==> src/rtl/mem_arb_pkg.sv <==
// Shared types for the memory port arbiter.
//   arb_state_t : arbiter FSM states
//   owner_t     : which requester a grant goes to
//   starve_t    : starvation counter width (limit range 1..15)
package mem_arb_pkg;

  typedef enum logic [1:0] {
    IDLE   = 2'd0,
    BUSY_I = 2'd1,
    BUSY_D = 2'd2
  } arb_state_t;

  typedef enum logic {
    OWN_I = 1'b0,
    OWN_D = 1'b1
  } owner_t;

  typedef logic [3:0] starve_t;

  localparam int unsigned DEF_ADDR_W = 32;
  localparam int unsigned DEF_DATA_W = 32;

endpackage

==> src/rtl/mem_port_arbiter.sv <==
// Shares one single-ported memory between instruction fetch (IF) and the
// MEM-stage data port. One transaction at a time over a req/ack interface.
//
// state  | meaning
// -------+-------------------------------------------------------------
// IDLE   | no access outstanding, arbitration evaluated every cycle
// BUSY_I | fetch issued, m_req held until m_ack
// BUSY_D | load/store issued, m_req held until m_ack
//
// Ports:
//   clk, reset                 clock, synchronous active-high reset
//   if_req/if_addr/if_flush    fetch request side
//   if_rdata/if_valid          fetch response (registered, 1-cycle pulse)
//   mem_read_in/mem_write_in   MEM-stage data request (level)
//   d_addr/d_wdata             data address / store data
//   d_rdata/d_valid            data response (registered, 1-cycle pulse)
//   stall_if/stall_mem         pipeline freeze (combinational)
//   m_req/m_we/m_addr/m_wdata  memory request (registered)
//   m_rdata/m_ack              memory response
module mem_port_arbiter
  import mem_arb_pkg::*;
#(
  parameter int unsigned ADDR_W       = DEF_ADDR_W,
  parameter int unsigned DATA_W       = DEF_DATA_W,
  parameter int unsigned STARVE_LIMIT = 4
) (
  input  logic              clk,
  input  logic              reset,
  input  logic              if_req,
  input  logic [ADDR_W-1:0] if_addr,
  input  logic              if_flush,
  output logic [DATA_W-1:0] if_rdata,
  output logic              if_valid,
  input  logic              mem_read_in,
  input  logic              mem_write_in,
  input  logic [ADDR_W-1:0] d_addr,
  input  logic [DATA_W-1:0] d_wdata,
  output logic [DATA_W-1:0] d_rdata,
  output logic              d_valid,
  output logic              stall_if,
  output logic              stall_mem,
  output logic              m_req,
  output logic              m_we,
  output logic [ADDR_W-1:0] m_addr,
  output logic [DATA_W-1:0] m_wdata,
  input  logic [DATA_W-1:0] m_rdata,
  input  logic              m_ack
);

  localparam starve_t LIMIT = starve_t'(STARVE_LIMIT);

  arb_state_t        state_q;
  starve_t           starve_q;
  starve_t           starve_d;
  logic              flush_pend_q;
  logic              m_req_q;
  logic              m_we_q;
  logic [ADDR_W-1:0] m_addr_q;
  logic [DATA_W-1:0] m_wdata_q;
  logic [DATA_W-1:0] if_rdata_q;
  logic [DATA_W-1:0] d_rdata_q;
  logic              if_valid_q;
  logic              d_valid_q;

  logic              d_req;
  logic              gnt_valid;
  owner_t            gnt_owner;

  assign d_req = mem_read_in | mem_write_in;

  // Data wins unless IF has already been passed over LIMIT times in a row.
  always_comb begin
    gnt_valid = 1'b0;
    gnt_owner = OWN_I;
    if (d_req && (!if_req || (starve_q < LIMIT))) begin
      gnt_valid = 1'b1;
      gnt_owner = OWN_D;
    end else if (if_req && !if_flush) begin
      gnt_valid = 1'b1;
      gnt_owner = OWN_I;
    end
  end

  // Counter update as seen from IDLE; only counts D grants that bypass a
  // waiting fetch, saturating at LIMIT.
  always_comb begin
    starve_d = starve_q;
    if (gnt_valid && gnt_owner == OWN_D) begin
      if (!if_req)               starve_d = '0;
      else if (starve_q < LIMIT) starve_d = starve_q + starve_t'(1);
    end else if (gnt_valid) begin
      starve_d = '0;
    end else if (!if_req) begin
      starve_d = '0;
    end
  end

  always_ff @(posedge clk) begin
    if (reset) begin
      state_q      <= IDLE;
      starve_q     <= '0;
      flush_pend_q <= 1'b0;
      m_req_q      <= 1'b0;
      m_we_q       <= 1'b0;
      m_addr_q     <= '0;
      m_wdata_q    <= '0;
      if_rdata_q   <= '0;
      d_rdata_q    <= '0;
      if_valid_q   <= 1'b0;
      d_valid_q    <= 1'b0;
    end else begin
      if_valid_q <= 1'b0;
      d_valid_q  <= 1'b0;
      case (state_q)
        IDLE: begin
          starve_q <= starve_d;
          if (gnt_valid) begin
            m_req_q <= 1'b1;
            if (gnt_owner == OWN_D) begin
              state_q   <= BUSY_D;
              m_we_q    <= mem_write_in;
              m_addr_q  <= d_addr;
              m_wdata_q <= d_wdata;
            end else begin
              state_q  <= BUSY_I;
              m_we_q   <= 1'b0;
              m_addr_q <= if_addr;
            end
          end
        end
        BUSY_I: begin
          if (m_ack) begin
            state_q      <= IDLE;
            m_req_q      <= 1'b0;
            m_we_q       <= 1'b0;
            flush_pend_q <= 1'b0;
            // A flush in the ack cycle itself also discards the response.
            if (!flush_pend_q && !if_flush) begin
              if_valid_q <= 1'b1;
              if_rdata_q <= m_rdata;
            end
          end else if (if_flush) begin
            flush_pend_q <= 1'b1;
          end
        end
        BUSY_D: begin
          if (m_ack) begin
            state_q   <= IDLE;
            m_req_q   <= 1'b0;
            m_we_q    <= 1'b0;
            d_valid_q <= 1'b1;
            d_rdata_q <= m_rdata;
          end
        end
        default: state_q <= IDLE;
      endcase
    end
  end

  assign m_req    = m_req_q;
  assign m_we     = m_we_q;
  assign m_addr   = m_addr_q;
  assign m_wdata  = m_wdata_q;
  assign if_rdata = if_rdata_q;
  assign if_valid = if_valid_q;
  assign d_rdata  = d_rdata_q;
  assign d_valid  = d_valid_q;

  assign stall_mem = d_req & ~d_valid_q;
  assign stall_if  = (if_req & ~if_valid_q) | stall_mem;

endmodule
==> config.mk <==
export PLATFORM = sky130hd
export DESIGN_NAME = mem_port_arbiter
export DESIGN_NICKNAME = d
export VERILOG_FILES = /design/src/rtl/mem_arb_pkg.sv /design/src/rtl/mem_port_arbiter.sv
export SDC_FILE = /design/constraint.sdc
export NUM_CORES = 1
export LEC_CHECK = 0
export ABC_AREA = 1
export BUFFER_PORTS_ARGS = -buffer_cell sky130_fd_sc_hd__buf_2
export CAP_MARGIN = 40
export CORE_AREA = 5 5 115 117
export CTS_BUF_LIST = sky130_fd_sc_hd__clkbuf_8
export CTS_CLUSTER_SIZE = 24
export DETAILED_ROUTE_END_ITERATION = 10
export DIE_AREA = 0 0 120 122
export PLACE_DENSITY = 0.79
export SLEW_MARGIN = 25
export SYNTH_ARGS = -nofsm -noshare
export SYNTH_HDL_FRONTEND = slang
export SYNTH_SLANG_ARGS = --single-unit
==> constraint.sdc <==
create_clock -name clk -period 2.25 [get_ports clk]
set_input_delay 0.45 -clock clk [delete_from_list [all_inputs] [get_ports clk]]
set_output_delay 0.45 -clock clk [all_outputs]
set_load 0.005 [all_outputs]
==> metrics <==
CP Launch Point state_q[0]; flip-flop and latch area around 2800 um^2; final max-slew violation count 0; Fin. Hold Viols 0; worst flop-to-flop path startpoint state_q[0]; WL met3 around 1.2 mm; Logic pwr share 0.159; vias about 5.6k; crit share post-route 0.809; Post-synth EDFFs 0; CORE AREA around 12000 um^2; Int Pwr around 4200 uW; clock slew at reported path FFs roughly 0.080 ns; Setup-failing EPs final 0; gr usage total 0.200; area leader, netlist dfxtp_1; clock network power share 0.368; slowest CP cell nor2_4; multi-input gate area in the final layout about 2300 um^2; met1 WL 6.35 mm; utilization after layout 0.589; RR Endpoint m_wdata[23]; Sw Share 0.274; dpl cells 1121; minimum clock period 1.82 ns; Root Driver clkbuf_8; slew margin rel. 0.588; Final Skew around 0.014 ns; switching power 1590 uW; Tot Pwr between 5000 and 6000 uW; Crit path max-delay family simple AND/OR/NAND/NOR gates; FMAX between 0.5 and 0.6 GHz; DR pass1 iterations 7; Die X 120 um; H-Tree Depth 4; number of I/O pins ~270; vias in the first global route 5009; clk_lat worst skew 0.44 ns; Die Height between 100 and 150 um; DR vias/cell slightly below 5; Hold Crit Class input port to flip-flop; most frequent cell after synthesis nor2_1; setup slack, reg-to-reg between 0.4 and 0.5 ns; worst-margin pin slew 0.617 ns; Final Non-Filler Cells about 1.2k; most used cell, CP inv_1; final setup TNS 0 ns; hold_sp d_wdata[2]; cell count of the worst hold path 3; Worst Path Arrival around 2.2 ns; initial core utilization 0.444; Place WS roughly 0.19 ns; cells along the critical path inv_1 -> ha_1 -> inv_1 -> nor2_4 -> inv_1 -> buf_4 -> nor2_1 -> nor2_1; largest cells by area after synthesis dfxtp_1 51%, nor2_1 16%, o21ai_0 9.1%; Post-synth top cells 232 x nor2_1, 139 x dfxtp_1, 113 x nand2_1, 99 x o21ai_0, 40 x a21oi_1; fill count 1181; global-route wire length before repair 23.6 mm; Power per Cell Area 803 nW/um^2; unrepaired setup endpoints after global routing false; critical path capture point type flip-flop; number of remaining DRC errors 0; P_leak 0.00368 uW; Resized Gates After CTS 0; fin nets approximately 1.1k; CTS Sinks between 100 and 150; total grt overflow 0; layout cells sized above 1 0.323; critical path class flip-flop to flip-flop; distinct cell type count after synthesis 25; worst-case reg-to-reg path depth 8; Synth Area per Inst about 7.3 um^2; status complete, no violations; top sig layer met4; CTS Buffer Depth 2; CTS tree built; GP Congestion approximately 0.83; Hold Path End m_wdata[2]; maxcap violations 0; largest fanout on the critical path 34; synthesis-stage register bit count about 140; Bufs and invs on worst path 4; Seq/Total Area, Yosys 0.511; Worst path max stage delay between 0.5 and 0.6 ns; Initial DRC Count ~350; WL met2 7.28 mm; sequential power share 0.473; DP HPWL around 11 mm; ys async rst share 0; synthesized cell area 5440 um^2; predominant post-synthesis flop cell dfxtp_1; Mapped Cells 742; setup ws final roughly 0.43 ns; initial antenna violation count 1; CTS hold repair buffers 0; CP startpoint kind flip-flop; CTS buffer count 17; Post-CTS Setup Bufs 0; final WL approximately 15 mm; Cell Rows around 40; worst-case vdd ir drop 425 uV; required time of the critical path about 2.6 ns; WL/cell around 13 um; antenna violation net count after detailed routing 0; total die area 14600 um^2; Synth top area share 0.511; Ys Warns 0; Buffers on Ports 268; P&R area growth vs syn 32.7%; syn_nets 881; largest net degree at the start of global routing 80
sequential cells by signal (all words and copies together) (netlist names):
signal / cells
d_rdata: 32
if_rdata: 32
m_addr: 32
m_wdata: 32
starve_q: 4
state_q: 2
d_valid: 1
flush_pend_q: 1
if_valid: 1
m_req: 1
m_we: 1
kinds of logic (layout without fill, tap and decap cells):
kind of cell	after synthesis	count (layout)	synth area share
compound gates	170	170	0.157
fa+ha+maj	4	4	0.00920
buf+inv	66	327	0.0616
flops	139	139	0.511
other cells	0	1	0
simple gates	363	363	0.261
how the worst max path moves through the flow:
stage	depth (start not counted)	slack [ns]	end
2_1_floorplan	9	0.87	m_addr[23]
3_5_place_dp	10	0.19	m_addr[10]
6_report	8	0.43	m_wdata[23]
5_1_grt	8	0.23	m_wdata[4]
4_1_cts	8	0.41	m_wdata[9]
3_3_place_gp	10	0.25	m_addr[2]
area by class of cell:
cell class                      count  share of cell area
Sequential cell                   139               0.385
Multi-Input combinational cell    537               0.322
Timing Repair Buffer              280               0.200
Clock buffer                       19              0.0362
Tap cell                          150              0.0260
Clock inverter                     13              0.0229
Inverter                           15             0.00779
Antenna cell                        1            0.000346
metal layers:
| layer | global-route usage | vias up |
|---|---|---|
| met5 | 0 | - |
| met4 | 0.0895 | 0 |
| met3 | 0.0650 | 31 |
| met2 | 0.330 | 236 |
| met1 | 0.238 | 2421 |
| li1 | - | 2868 |
power groups by stage:
stage | Sequential [uW] | Combinational, uW | Clock (uW)
6_report | 2740 | 922 | 2140
5_1_grt | 2770 | 1050 | 2320
4_1_cts | 2740 | 931 | 2190
3_5_place_dp | 2800 | 930 | 0
3_3_place_gp | 2800 | 914 | 0
2_1_floorplan | 2820 | 500 | 0
stage by stage:
step           hold slack, ns  cell area, um^2
3_5_place_dp            0.444             6790
5_1_grt                 0.189             7220
6_report                0.225             7220
3_3_place_gp            0.446             6790
4_1_cts                 0.194             7220
2_1_floorplan           0.431             5440
worst min-delay path: stages:
cell    delay (ns)
buf_2         0.07
nor2_1        0.03
nor2_1        0.08
cell usage in the layout (no fill, tap or decap), types with 3 or more instances in the layout:
master,n
a21oi_1,40
buf_2,268
buf_4,11
bufinv_16,3
clkbuf_8,19
clkinvlp_4,4
dfxtp_1,139
ha_1,4
inv_1,12
inv_2,3
inv_6,3
nand2_1,113
nand3_1,6
nand4_1,3
nor2_1,232
o21ai_0,99
o21ai_1,29
Power figures use the tool's default switching activity.
